File: config.mk
export PLATFORM = sky130hd
export DESIGN_NAME = execute_sequencer_flat
export DESIGN_NICKNAME = d
export VERILOG_FILES = /design/src/rtl/execute_sequencer_if.sv /design/src/rtl/execute_sequencer.sv /design/src/flat_wrapper.sv
export SDC_FILE = /design/constraint.sdc
export NUM_CORES = 1
export LEC_CHECK = 0
export ABC_AREA = 1
export BUFFER_PORTS_ARGS = -buffer_cell sky130_fd_sc_hd__buf_4
export CORE_MARGIN = 1.5
export CORE_UTILIZATION = 49
export CTS_CLUSTER_SIZE = 8
export DETAILED_ROUTE_END_ITERATION = 16
export PLACE_DENSITY = 0.75
export SLEW_MARGIN = 20
export SYNTH_ARGS = -nofsm -noshare
export SYNTH_HDL_FRONTEND = slang
export SYNTH_SLANG_ARGS = --single-unit
File: constraint.sdc
create_clock -name clk -period 1.75 [get_ports clk]
set_input_delay 0.35 -clock clk [delete_from_list [all_inputs] [get_ports clk]]
set_output_delay 0.35 -clock clk [all_outputs]
set_load 0.01 [all_outputs]
File: src/rtl/execute_sequencer_if.sv
// Bundle of every signal between the execute sequencer and its neighbours:
// decode handshake, execute-stage operands/results, and the writeback pulses
// toward the register file, data memory and PC.
interface execute_sequencer_if;
    // decode side
    logic        instr_valid;
    logic        instr_ready;
    logic [4:0]  opcode;
    logic        am;
    logic [2:0]  rd;
    logic [2:0]  rs1;
    logic [2:0]  rs2;
    logic [3:0]  mem_addr;
    logic [4:0]  instr_mem_addr;
    logic [2:0]  s_r_amount;

    // execute stage side
    logic        ex_enable;
    logic [4:0]  ex_opcode;
    logic        ex_am;
    logic [2:0]  ex_rd;
    logic [2:0]  ex_rs1;
    logic [2:0]  ex_rs2;
    logic [3:0]  ex_mem_addr;
    logic [2:0]  ex_s_r_amount;
    logic [15:0] ex_result;
    logic        ex_zero;
    logic        ex_carry;
    logic        ex_ac;
    logic        ex_parity;

    // writeback side
    logic        reg_we;
    logic [2:0]  reg_waddr;
    logic [7:0]  reg_wdata;
    logic        mem_we;
    logic [3:0]  mem_waddr;
    logic [7:0]  mem_wdata;
    logic        pc_load;
    logic [4:0]  pc_target;

    // architectural status
    logic        zero_flag;
    logic        carry_flag;
    logic        ac_flag;
    logic        parity_flag;
    logic        cmp_flag;
    logic        busy;
    logic        halted;

    // Environment view: decode, execute stage and writeback consumers.
    modport master (
        output instr_valid, opcode, am, rd, rs1, rs2, mem_addr, instr_mem_addr, s_r_amount,
        output ex_result, ex_zero, ex_carry, ex_ac, ex_parity,
        input  instr_ready, ex_enable, ex_opcode, ex_am, ex_rd, ex_rs1, ex_rs2,
        input  ex_mem_addr, ex_s_r_amount,
        input  reg_we, reg_waddr, reg_wdata, mem_we, mem_waddr, mem_wdata,
        input  pc_load, pc_target,
        input  zero_flag, carry_flag, ac_flag, parity_flag, cmp_flag, busy, halted
    );

    // Sequencer view.
    modport slave (
        input  instr_valid, opcode, am, rd, rs1, rs2, mem_addr, instr_mem_addr, s_r_amount,
        input  ex_result, ex_zero, ex_carry, ex_ac, ex_parity,
        output instr_ready, ex_enable, ex_opcode, ex_am, ex_rd, ex_rs1, ex_rs2,
        output ex_mem_addr, ex_s_r_amount,
        output reg_we, reg_waddr, reg_wdata, mem_we, mem_waddr, mem_wdata,
        output pc_load, pc_target,
        output zero_flag, carry_flag, ac_flag, parity_flag, cmp_flag, busy, halted
    );
endinterface

File: src/rtl/execute_sequencer.sv
// Multi-cycle controller in front of the 8-bit execute stage. Accepts one
// decoded instruction, holds it on the execute inputs for an op-dependent
// number of cycles, captures result and flags, then issues single-cycle
// register / memory / PC writeback pulses.
module execute_sequencer #(
    parameter int MUL_CYCLES = 2,
    parameter int DIV_CYCLES = 4
) (
    input logic              clk,
    input logic              reset,
    execute_sequencer_if.slave bus
);

    localparam logic [4:0] OP_MUL   = 5'b00011;
    localparam logic [4:0] OP_DIV   = 5'b00100;
    localparam logic [4:0] OP_STORE = 5'b01100;
    localparam logic [4:0] OP_JMP   = 5'b01101;
    localparam logic [4:0] OP_BZ    = 5'b01110;
    localparam logic [4:0] OP_BC    = 5'b10110;
    localparam logic [4:0] OP_BNZ   = 5'b10111;
    localparam logic [4:0] OP_BCMP  = 5'b11000;
    localparam logic [4:0] OP_CMP   = 5'b11001;
    localparam logic [4:0] OP_HALT  = 5'b11111;

    typedef enum logic [2:0] {
        S_IDLE  = 3'd0,
        S_EXEC  = 3'd1,
        S_WB_LO = 3'd2,
        S_WB_HI = 3'd3,
        S_HALT  = 3'd4
    } state_t;

    state_t      state_reg, state_next;

    // latched instruction fields
    logic [4:0]  opcode_reg;
    logic        am_reg;
    logic [2:0]  rd_reg, rs1_reg, rs2_reg;
    logic [3:0]  mem_addr_reg;
    logic [4:0]  imaddr_reg;
    logic [2:0]  sra_reg;

    logic [7:0]  cnt_reg;
    logic [15:0] result_reg;
    logic        zero_reg, carry_reg, ac_reg, parity_reg, cmp_reg;

    // last-written values, shown on the data/address outputs between pulses
    logic [2:0]  reg_waddr_hold;
    logic [7:0]  reg_wdata_hold;
    logic [3:0]  mem_waddr_hold;
    logic [7:0]  mem_wdata_hold;
    logic [4:0]  pc_target_hold;

    // combinational FSM outputs
    logic        ready_c, ex_en_c;
    logic        reg_we_c, mem_we_c, pc_load_c;
    logic [2:0]  reg_waddr_c;
    logic [7:0]  reg_wdata_c;
    logic [3:0]  mem_waddr_c;
    logic [7:0]  mem_wdata_c;
    logic [4:0]  pc_target_c;

    logic        accept;
    logic        exec_last;

    function automatic logic is_shift(input logic [4:0] op);
        return (op >= 5'h10) && (op <= 5'h15);
    endfunction

    // ops that load zero/carry/ac/parity from the execute stage
    function automatic logic is_flag_op(input logic [4:0] op);
        return ((op != 5'h00) && (op <= 5'h0A)) || is_shift(op);
    endfunction

    // ops that write the low result byte back to the register file
    function automatic logic is_reg_op(input logic [4:0] op);
        return (op <= 5'h0B) || is_shift(op);
    endfunction

    // execute latency; shifts by zero still need one cycle
    function automatic logic [7:0] cycles_for(input logic [4:0] op, input logic [2:0] amt);
        logic [7:0] n;
        n = 8'd1;
        if (op == OP_MUL)
            n = 8'(MUL_CYCLES);
        else if (op == OP_DIV)
            n = 8'(DIV_CYCLES);
        else if (is_shift(op) && (amt != 3'd0))
            n = {5'd0, amt};
        return n;
    endfunction

    assign accept    = (state_reg == S_IDLE) && bus.instr_valid;
    assign exec_last = (state_reg == S_EXEC) && (cnt_reg == 8'd1);

    // state register
    always_ff @(posedge clk or negedge reset) begin
        if (!reset)
            state_reg <= S_IDLE;
        else
            state_reg <= state_next;
    end

    // latch instruction fields on accept and run the execute countdown
    always_ff @(posedge clk or negedge reset) begin
        if (!reset) begin
            opcode_reg   <= '0;
            am_reg       <= 1'b0;
            rd_reg       <= '0;
            rs1_reg      <= '0;
            rs2_reg      <= '0;
            mem_addr_reg <= '0;
            imaddr_reg   <= '0;
            sra_reg      <= '0;
            cnt_reg      <= '0;
        end else if (accept) begin
            opcode_reg   <= bus.opcode;
            am_reg       <= bus.am;
            rd_reg       <= bus.rd;
            rs1_reg      <= bus.rs1;
            rs2_reg      <= bus.rs2;
            mem_addr_reg <= bus.mem_addr;
            imaddr_reg   <= bus.instr_mem_addr;
            sra_reg      <= bus.s_r_amount;
            cnt_reg      <= cycles_for(bus.opcode, bus.s_r_amount);
        end else if (state_reg == S_EXEC) begin
            cnt_reg      <= cnt_reg - 8'd1;
        end
    end

    // capture result and architectural flags on the final execute cycle
    always_ff @(posedge clk or negedge reset) begin
        if (!reset) begin
            result_reg <= '0;
            zero_reg   <= 1'b0;
            carry_reg  <= 1'b0;
            ac_reg     <= 1'b0;
            parity_reg <= 1'b0;
            cmp_reg    <= 1'b0;
        end else if (exec_last) begin
            result_reg <= bus.ex_result;
            if (is_flag_op(opcode_reg)) begin
                zero_reg   <= bus.ex_zero;
                carry_reg  <= bus.ex_carry;
                ac_reg     <= bus.ex_ac;
                parity_reg <= bus.ex_parity;
            end else if (opcode_reg == OP_CMP) begin
                cmp_reg    <= bus.ex_result[0];
            end
        end
    end

    // remember the address/data of each writeback so they stay stable between pulses
    always_ff @(posedge clk or negedge reset) begin
        if (!reset) begin
            reg_waddr_hold <= '0;
            reg_wdata_hold <= '0;
            mem_waddr_hold <= '0;
            mem_wdata_hold <= '0;
            pc_target_hold <= '0;
        end else begin
            if (reg_we_c) begin
                reg_waddr_hold <= reg_waddr_c;
                reg_wdata_hold <= reg_wdata_c;
            end
            if (mem_we_c) begin
                mem_waddr_hold <= mem_waddr_c;
                mem_wdata_hold <= mem_wdata_c;
            end
            if (pc_load_c)
                pc_target_hold <= pc_target_c;
        end
    end

    // next-state and output decode
    always_comb begin
        state_next  = state_reg;
        ready_c     = 1'b0;
        ex_en_c     = 1'b0;
        reg_we_c    = 1'b0;
        reg_waddr_c = reg_waddr_hold;
        reg_wdata_c = reg_wdata_hold;
        mem_we_c    = 1'b0;
        mem_waddr_c = mem_waddr_hold;
        mem_wdata_c = mem_wdata_hold;
        pc_load_c   = 1'b0;
        pc_target_c = pc_target_hold;
        case (state_reg)
            S_IDLE: begin
                ready_c = 1'b1;
                if (bus.instr_valid)
                    state_next = (bus.opcode == OP_HALT) ? S_HALT : S_EXEC;
            end
            S_EXEC: begin
                ex_en_c = 1'b1;
                if (cnt_reg == 8'd1)
                    state_next = S_WB_LO;
            end
            S_WB_LO: begin
                if (is_reg_op(opcode_reg)) begin
                    reg_we_c    = 1'b1;
                    reg_waddr_c = rd_reg;
                    reg_wdata_c = result_reg[7:0];
                end else if (opcode_reg == OP_STORE) begin
                    mem_we_c    = 1'b1;
                    mem_waddr_c = mem_addr_reg;
                    mem_wdata_c = result_reg[7:0];
                end else if ((opcode_reg == OP_JMP) ||
                             ((opcode_reg == OP_BZ)   && zero_reg)  ||
                             ((opcode_reg == OP_BC)   && carry_reg) ||
                             ((opcode_reg == OP_BNZ)  && !zero_reg) ||
                             ((opcode_reg == OP_BCMP) && cmp_reg)) begin
                    pc_load_c   = 1'b1;
                    pc_target_c = imaddr_reg;
                end
                if ((opcode_reg == OP_MUL) || (opcode_reg == OP_DIV))
                    state_next = S_WB_HI;
                else
                    state_next = S_IDLE;
            end
            S_WB_HI: begin
                reg_we_c    = 1'b1;
                reg_waddr_c = rd_reg + 3'd1;
                reg_wdata_c = result_reg[15:8];
                state_next  = S_IDLE;
            end
            S_HALT: begin
                state_next = S_HALT;
            end
            default: begin
                state_next = S_IDLE;
            end
        endcase
    end

    // ready is masked while reset is held so every output reads 0 during reset
    assign bus.instr_ready   = ready_c & reset;
    assign bus.ex_enable     = ex_en_c;
    assign bus.ex_opcode     = opcode_reg;
    assign bus.ex_am         = am_reg;
    assign bus.ex_rd         = rd_reg;
    assign bus.ex_rs1        = rs1_reg;
    assign bus.ex_rs2        = rs2_reg;
    assign bus.ex_mem_addr   = mem_addr_reg;
    assign bus.ex_s_r_amount = sra_reg;
    assign bus.reg_we        = reg_we_c;
    assign bus.reg_waddr     = reg_waddr_c;
    assign bus.reg_wdata     = reg_wdata_c;
    assign bus.mem_we        = mem_we_c;
    assign bus.mem_waddr     = mem_waddr_c;
    assign bus.mem_wdata     = mem_wdata_c;
    assign bus.pc_load       = pc_load_c;
    assign bus.pc_target     = pc_target_c;
    assign bus.zero_flag     = zero_reg;
    assign bus.carry_flag    = carry_reg;
    assign bus.ac_flag       = ac_reg;
    assign bus.parity_flag   = parity_reg;
    assign bus.cmp_flag      = cmp_reg;
    assign bus.busy          = (state_reg != S_IDLE);
    assign bus.halted        = (state_reg == S_HALT);

endmodule

File: src/flat_wrapper.sv
// flat-port wrapper written by rule: the top's interface ports become plain ports
module execute_sequencer_flat 
#(
    parameter int MUL_CYCLES = 2,
    parameter int DIV_CYCLES = 4
)
  (clk, reset, bus_instr_valid, bus_opcode, bus_am, bus_rd, bus_rs1, bus_rs2, bus_mem_addr, bus_instr_mem_addr, bus_s_r_amount, bus_ex_result, bus_ex_zero, bus_ex_carry, bus_ex_ac, bus_ex_parity, bus_instr_ready, bus_ex_enable, bus_ex_opcode, bus_ex_am, bus_ex_rd, bus_ex_rs1, bus_ex_rs2, bus_ex_mem_addr, bus_ex_s_r_amount, bus_reg_we, bus_reg_waddr, bus_reg_wdata, bus_mem_we, bus_mem_waddr, bus_mem_wdata, bus_pc_load, bus_pc_target, bus_zero_flag, bus_carry_flag, bus_ac_flag, bus_parity_flag, bus_cmp_flag, bus_busy, bus_halted);
  execute_sequencer_if bus_i ();
  input logic clk;
  input logic reset;
  input wire logic [$bits(bus_i.instr_valid)-1:0] bus_instr_valid;
  input wire logic [$bits(bus_i.opcode)-1:0] bus_opcode;
  input wire logic [$bits(bus_i.am)-1:0] bus_am;
  input wire logic [$bits(bus_i.rd)-1:0] bus_rd;
  input wire logic [$bits(bus_i.rs1)-1:0] bus_rs1;
  input wire logic [$bits(bus_i.rs2)-1:0] bus_rs2;
  input wire logic [$bits(bus_i.mem_addr)-1:0] bus_mem_addr;
  input wire logic [$bits(bus_i.instr_mem_addr)-1:0] bus_instr_mem_addr;
  input wire logic [$bits(bus_i.s_r_amount)-1:0] bus_s_r_amount;
  input wire logic [$bits(bus_i.ex_result)-1:0] bus_ex_result;
  input wire logic [$bits(bus_i.ex_zero)-1:0] bus_ex_zero;
  input wire logic [$bits(bus_i.ex_carry)-1:0] bus_ex_carry;
  input wire logic [$bits(bus_i.ex_ac)-1:0] bus_ex_ac;
  input wire logic [$bits(bus_i.ex_parity)-1:0] bus_ex_parity;
  output wire logic [$bits(bus_i.instr_ready)-1:0] bus_instr_ready;
  output wire logic [$bits(bus_i.ex_enable)-1:0] bus_ex_enable;
  output wire logic [$bits(bus_i.ex_opcode)-1:0] bus_ex_opcode;
  output wire logic [$bits(bus_i.ex_am)-1:0] bus_ex_am;
  output wire logic [$bits(bus_i.ex_rd)-1:0] bus_ex_rd;
  output wire logic [$bits(bus_i.ex_rs1)-1:0] bus_ex_rs1;
  output wire logic [$bits(bus_i.ex_rs2)-1:0] bus_ex_rs2;
  output wire logic [$bits(bus_i.ex_mem_addr)-1:0] bus_ex_mem_addr;
  output wire logic [$bits(bus_i.ex_s_r_amount)-1:0] bus_ex_s_r_amount;
  output wire logic [$bits(bus_i.reg_we)-1:0] bus_reg_we;
  output wire logic [$bits(bus_i.reg_waddr)-1:0] bus_reg_waddr;
  output wire logic [$bits(bus_i.reg_wdata)-1:0] bus_reg_wdata;
  output wire logic [$bits(bus_i.mem_we)-1:0] bus_mem_we;
  output wire logic [$bits(bus_i.mem_waddr)-1:0] bus_mem_waddr;
  output wire logic [$bits(bus_i.mem_wdata)-1:0] bus_mem_wdata;
  output wire logic [$bits(bus_i.pc_load)-1:0] bus_pc_load;
  output wire logic [$bits(bus_i.pc_target)-1:0] bus_pc_target;
  output wire logic [$bits(bus_i.zero_flag)-1:0] bus_zero_flag;
  output wire logic [$bits(bus_i.carry_flag)-1:0] bus_carry_flag;
  output wire logic [$bits(bus_i.ac_flag)-1:0] bus_ac_flag;
  output wire logic [$bits(bus_i.parity_flag)-1:0] bus_parity_flag;
  output wire logic [$bits(bus_i.cmp_flag)-1:0] bus_cmp_flag;
  output wire logic [$bits(bus_i.busy)-1:0] bus_busy;
  output wire logic [$bits(bus_i.halted)-1:0] bus_halted;
  assign bus_i.instr_valid = bus_instr_valid;
  assign bus_i.opcode = bus_opcode;
  assign bus_i.am = bus_am;
  assign bus_i.rd = bus_rd;
  assign bus_i.rs1 = bus_rs1;
  assign bus_i.rs2 = bus_rs2;
  assign bus_i.mem_addr = bus_mem_addr;
  assign bus_i.instr_mem_addr = bus_instr_mem_addr;
  assign bus_i.s_r_amount = bus_s_r_amount;
  assign bus_i.ex_result = bus_ex_result;
  assign bus_i.ex_zero = bus_ex_zero;
  assign bus_i.ex_carry = bus_ex_carry;
  assign bus_i.ex_ac = bus_ex_ac;
  assign bus_i.ex_parity = bus_ex_parity;
  assign bus_instr_ready = bus_i.instr_ready;
  assign bus_ex_enable = bus_i.ex_enable;
  assign bus_ex_opcode = bus_i.ex_opcode;
  assign bus_ex_am = bus_i.ex_am;
  assign bus_ex_rd = bus_i.ex_rd;
  assign bus_ex_rs1 = bus_i.ex_rs1;
  assign bus_ex_rs2 = bus_i.ex_rs2;
  assign bus_ex_mem_addr = bus_i.ex_mem_addr;
  assign bus_ex_s_r_amount = bus_i.ex_s_r_amount;
  assign bus_reg_we = bus_i.reg_we;
  assign bus_reg_waddr = bus_i.reg_waddr;
  assign bus_reg_wdata = bus_i.reg_wdata;
  assign bus_mem_we = bus_i.mem_we;
  assign bus_mem_waddr = bus_i.mem_waddr;
  assign bus_mem_wdata = bus_i.mem_wdata;
  assign bus_pc_load = bus_i.pc_load;
  assign bus_pc_target = bus_i.pc_target;
  assign bus_zero_flag = bus_i.zero_flag;
  assign bus_carry_flag = bus_i.carry_flag;
  assign bus_ac_flag = bus_i.ac_flag;
  assign bus_parity_flag = bus_i.parity_flag;
  assign bus_cmp_flag = bus_i.cmp_flag;
  assign bus_busy = bus_i.busy;
  assign bus_halted = bus_i.halted;
  execute_sequencer #(.MUL_CYCLES(MUL_CYCLES), .DIV_CYCLES(DIV_CYCLES)) u_core (.clk(clk), .reset(reset), .bus(bus_i));
endmodule
# After elaboration in Yosys (flattened, before gate mapping)
# Cells that the tools add are included.
# W data, S select, Z words.
# totals
romBits,0
latchBits,0
output_inout_bits,62
ff_bits,87
mem_count,0
ram_bits,0
# classes
n_reduce_logical,26
muxes,35
n_bitwise,2
order_cmp,6
div,0
shifts,0
mul,0
eq_ne,19
addsub,2
# op_table
cell,count
$mux W8,8
$eq A5 B5 Y1 const B,5
$mux W5,4
$pmux W8 S2,1
$eq A5 B4 Y1 const B,3
$mux W3,5
$mux W4,3
$pmux W3 S4,1
$eq A5 B2 Y1 const B,2
$eq A5 B3 Y1 const B,2
$ge A5 B5 Y1 const B,2
$le A5 B4 Y1 const B,2
$le A5 B5 Y1 const B,2
$logic_and A1 B1 Y1,10
$mux W1,10
$eq A8 B1 Y1 const B,1
$sub A8 B1 Y8 const B,1
$logic_or A1 B1 Y1,7
$eq A3 B2 Y1 const B,2
$pmux W3 S2,1
$reduce_bool A3 Y1,2
$reduce_bool A5 Y1,1
$reduce_and A2 Y1,2
$add A3 B1 Y3 const B,1
other kinds (12),12

# Longest topological paths before layout
# logic_depth
ltp_word,10
mapped_depth,10
ltp_nobuf,10

# Worst setup path before layout
# OpenSTA, ideal clock, no wires.
# synth_path
path_type,flip-flop to output port
start,reg u_core.opcode_reg[2] (netlist: u_core.bus.ex_opcode[2])
end,out bus_reg_wdata[0]
setup_slack_ps,37
stages_incl_launch_ff,8
t_arrival_ps,1363
n_path_buf,2
cell_sequence,dfrtp_1 -> buf_2 -> a21oi_1 -> inv_1 -> nand2_1 -> buf_2 -> a31oi_1 -> o21ai_0
# synth_via
elab_chain_len,5
word_cells_on_any_way,7
# synth_lines
element,line,source
"start, declared",execute_sequencer.sv:36,logic [4:0] opcode_reg;
"start signal, assigned",execute_sequencer.sv:117,opcode_reg <= bus.opcode;
$ge A5 B5 Y1 or $le A5 B5 Y1 (tied branches),execute_sequencer.sv:67,return (op >= 5'h10) && (op <= 5'h15);
$logic_and A1 B1 Y1,execute_sequencer.sv:67,
$logic_or A1 B1 Y1 (*),execute_sequencer.sv:77,return (op <= 5'h0B) || is_shift(op);
$mux W8 (*),execute_sequencer.sv:200,if (is_reg_op(opcode_reg)) begin
$pmux W8 S2 (*),execute_sequencer.sv:188,case (state_reg)
"end, declared",flat_wrapper.sv:36,output wire logic [$bits(bus_i.reg_wdata)-1:0] bus_reg_wdata;
# Mark *: on every way between the ends. The rest lies on a longest branch, timed or not.

# Worst setup path after layout
# layout_path
start,reg u_core.state_reg[1]
end,out bus_reg_waddr[1]
# layout_via
elab_chain_len,2
word_cells_on_any_way,3
# layout_lines
element,line,source
"start, declared",execute_sequencer.sv:33,"state_t state_reg, state_next;"
"start signal, assigned",execute_sequencer.sv:101,state_reg <= state_next;
$eq A3 B2 Y1,execute_sequencer.sv:188,
$pmux W3 S2 (*),execute_sequencer.sv:188,
"end, declared",flat_wrapper.sv:35,output wire logic [$bits(bus_i.reg_waddr)-1:0] bus_reg_waddr;
# Marked as above.

==> flow_summary.yaml <==
layout:
  syn_to_final_growth_pct: 50.9
  seq_area_um2: 2180
  drive_above_1_share_pct: 40.9
  fill_cells: 600
  multi_input_area_um2: 1980
  antennaDiodeCount: 0
  largest_register_ffs: 16
  nNetsFinal: 742
  fin_util_pct: 75.5
clocking:
  clock_latency_ns: 0.37
  htreeDepth: 3
  cts.sinks: 87
  clockBufferDepth: 2
  path_clk_slew_ns: 0.09
  cts_root_buf: "clkbuf_8"
  numCtsBuffers: 9
  postCtsHoldBufs: 0
  cts_tree: "yes"
global_route:
  busiest_layer: "met2"
  grt_max_degree: 88
  antenna_found_initial: 0
  grt.total_usage_pct: 26.0
  grt-ovfl-total: 0
  use_met3_pct: 6.55
  grt_pass1_vias: 3849
  grt_pass1_wl_um: 17600
  grt_util_met2_pct: 44.5
  use_met1_pct: 31.4
power:
  p_clk_share_pct: 13.2
  p_int_mw: 6.45
  finalPower_mw: 11.2
  sw_frac_of_total_pct: 42.4
  p_comb_share_pct: 54.0
  p_leak_nw: 3.35
  vdd.ir_drop.worst_v: 0.000937
  switchingPower_mw: 4.75
  p_seq_share_pct: 32.8
  p_per_area_nw_per_um2: 1820
timing:
  fin_crit_sh_pct: 124
  rsz0062_at_grt: "yes"
  maxSlewHeadroom_pct: 63.4
  clock_skew_ns: 0.00654
  achievable-frequency_ghz: 0.460
  finalWorstSetupSlack_ns: -0.423
  fin_crit_ns: 2.17
  drv_slew: 0
  hold_viol: 0
  worst_pin_slew_ns: 0.545
  setup_violations: 33
  tns_ns: -11.21
synth:
  synthCells: 527
  syn_avg_cell_area_um2: 7.72
  synth_area_leaders: "dfrtp_1 53%, nand2_1 23%, inv_1 3.5%"
  yosysTopAreaCell: "dfrtp_1"
  synth.top_cell.area_share_pct: 53.5
  synth_edf_count: 0
  syn-num-nets: 580
  async_flop_share_pct: 100
  synthTopCellsByCount: "245 x nand2_1, 87 x dfrtp_1, 38 x inv_1"
  synth.most_common_cell: "nand2_1"
  synth-seq-cells: 87
  synth_ff_type: "dfrtp_1"
  synth_seq_area_share_pct: 53.5
  synth_area_um2: 4070
  synth_warnings: 0
  yosysUniqueCellTypes: 28
setup_path:
  crit_fanout: 8
  cp.arrival_ns: 1.82
  endpoint_kind: "output port"
  critPathRequiredTime_ns: 1.40
  cp-start-kind: "register"
  critical_path_class: "register to output port"
run_status:
  violations: "negative setup slack"
  status: "finished, violations left"
route:
  vias: 4155
  routedWlPerCell_um: 15.1
  first_pass_iters: 5
  ant_nets: 0
  drt_iter0_drc: 159
  viasPerCell: 5.20
  drt_wl_total_um: 12100
  remaining_drc_errors: 0
floorplanning:
  die-height_um: 94.1
  io-pin-count: 112
  die_w_um: 94.1
  rows: 33
  coreArea_um2: 8130
  start_util_pct: 50.0
  dieArea_um2: 8860
place:
  post-dp-hpwl_um: 7230
  port_buffers: 111
  finalWeightedCongestion: 0.853
hold_path:
  worstHoldPathType: "primary input to async pin"
job:
  cap_viol_max_count: 0
[final timing paths]
| check | startpoint | to | slack (ns) | cells after the start |
|---|---|---|---|---|
| setup / recovery | u_core.state_reg[1] | bus_reg_waddr[1] | -0.42 | 7 |
| hold reg to reg | u_core.cnt_reg[5] | u_core.cnt_reg[5] | 0.48 | 1 |
| hold / removal | reset | u_core.reg_wdata_hold[6] | 0.07 | 2 |
| min in group clk | bus_ex_result[10] | u_core.result_reg[10] | 0.16 | 3 |
| max in group asynchronous | reset | u_core.state_reg[0] | 1.32 | 2 |
| setup reg to reg | u_core.state_reg[1] | u_core.cnt_reg[7] | 0.06 | 10 |
[area by class of cell]
type,instances,area share (%)
Sequential cell,87,35.6
Multi-Input combinational cell,373,32.3
Timing Repair Buffer,169,23.5
Inverter,49,3.24
Tap cell,105,2.14
Clock buffer,9,2.02
Clock inverter,7,1.30
[metrics by stage]
stage / hold slack, ns / instance area, um^2 / cells / setup slack (ns)
floorplan: 0.0544 / 4070 / 527 / 0.0371
global placement: 0.452 / 5150 / 751 / -0.00694
detailed placement: 0.456 / 5150 / 751 / -0.105
CTS: 0.0792 / 5680 / 777 / -0.381
global route: 0.0688 / 6140 / 799 / -0.488
finish: 0.0672 / 6140 / 799 / -0.423
[logic make-up (layout without fill, tap and decap cells)]
group                      after synthesis  in the layout  share of synthesized area (%)
and+or+nand+nor                        309            309                           30.5
adders and majority gates                3              3                          0.922
buffers and inverters                   67            234                           6.98
xor gates and xnor gates                 2              2                          0.430
AOI/OAI and AO/OA                       59             59                           7.72
DFF                                     87             87                           53.5
[power groups by stage]
stage	clock network, mW	registers (mW)	logic (mW)
2_1_floorplan	0	3.53	2.49
3_3_place_gp	0	3.49	4.49
3_5_place_dp	0	3.52	4.60
4_1_cts	1.48	3.54	5.08
5_1_grt	1.57	3.76	6.61
6_report	1.47	3.68	6.04
[critical path: stages, from the launching register on]
cell and delay, ns:
dfrtp_1 0.46, nand2_4 0.10, nor2_4 0.20, buf_4 0.16, buf_12 0.13, a31oi_4 0.09
o21ai_2 0.18, buf_4 0.14
[per-layer routing]
metal,part of all wire [%],vias up,routed length (um)
met1,40,2008,4820
met5,0,-,0
met4,2.8,0,339
li1,-,1968,-
met2,53,146,6360
met3,4.7,33,572
[placed cells by master (no fill, tap or decap), drive strengths merged, types with 8 or more instances in the layout]
cell type,netlist,routed
buf,13,169
nor2,28,28
inv,48,52
dfrtp,87,87
nand2,247,247
a21oi,8,8
clkbuf,5,9
a31oi,9,9
o21ai,39,39
nand3,29,29
[repair_timing]
item	in CTS	in global routing
setup buffers	9	21
cloned	1	2
setup endpoints to repair	34	55
resized for setup	82	86
pin swaps	12	15
Power figures use the tool's default switching activity.
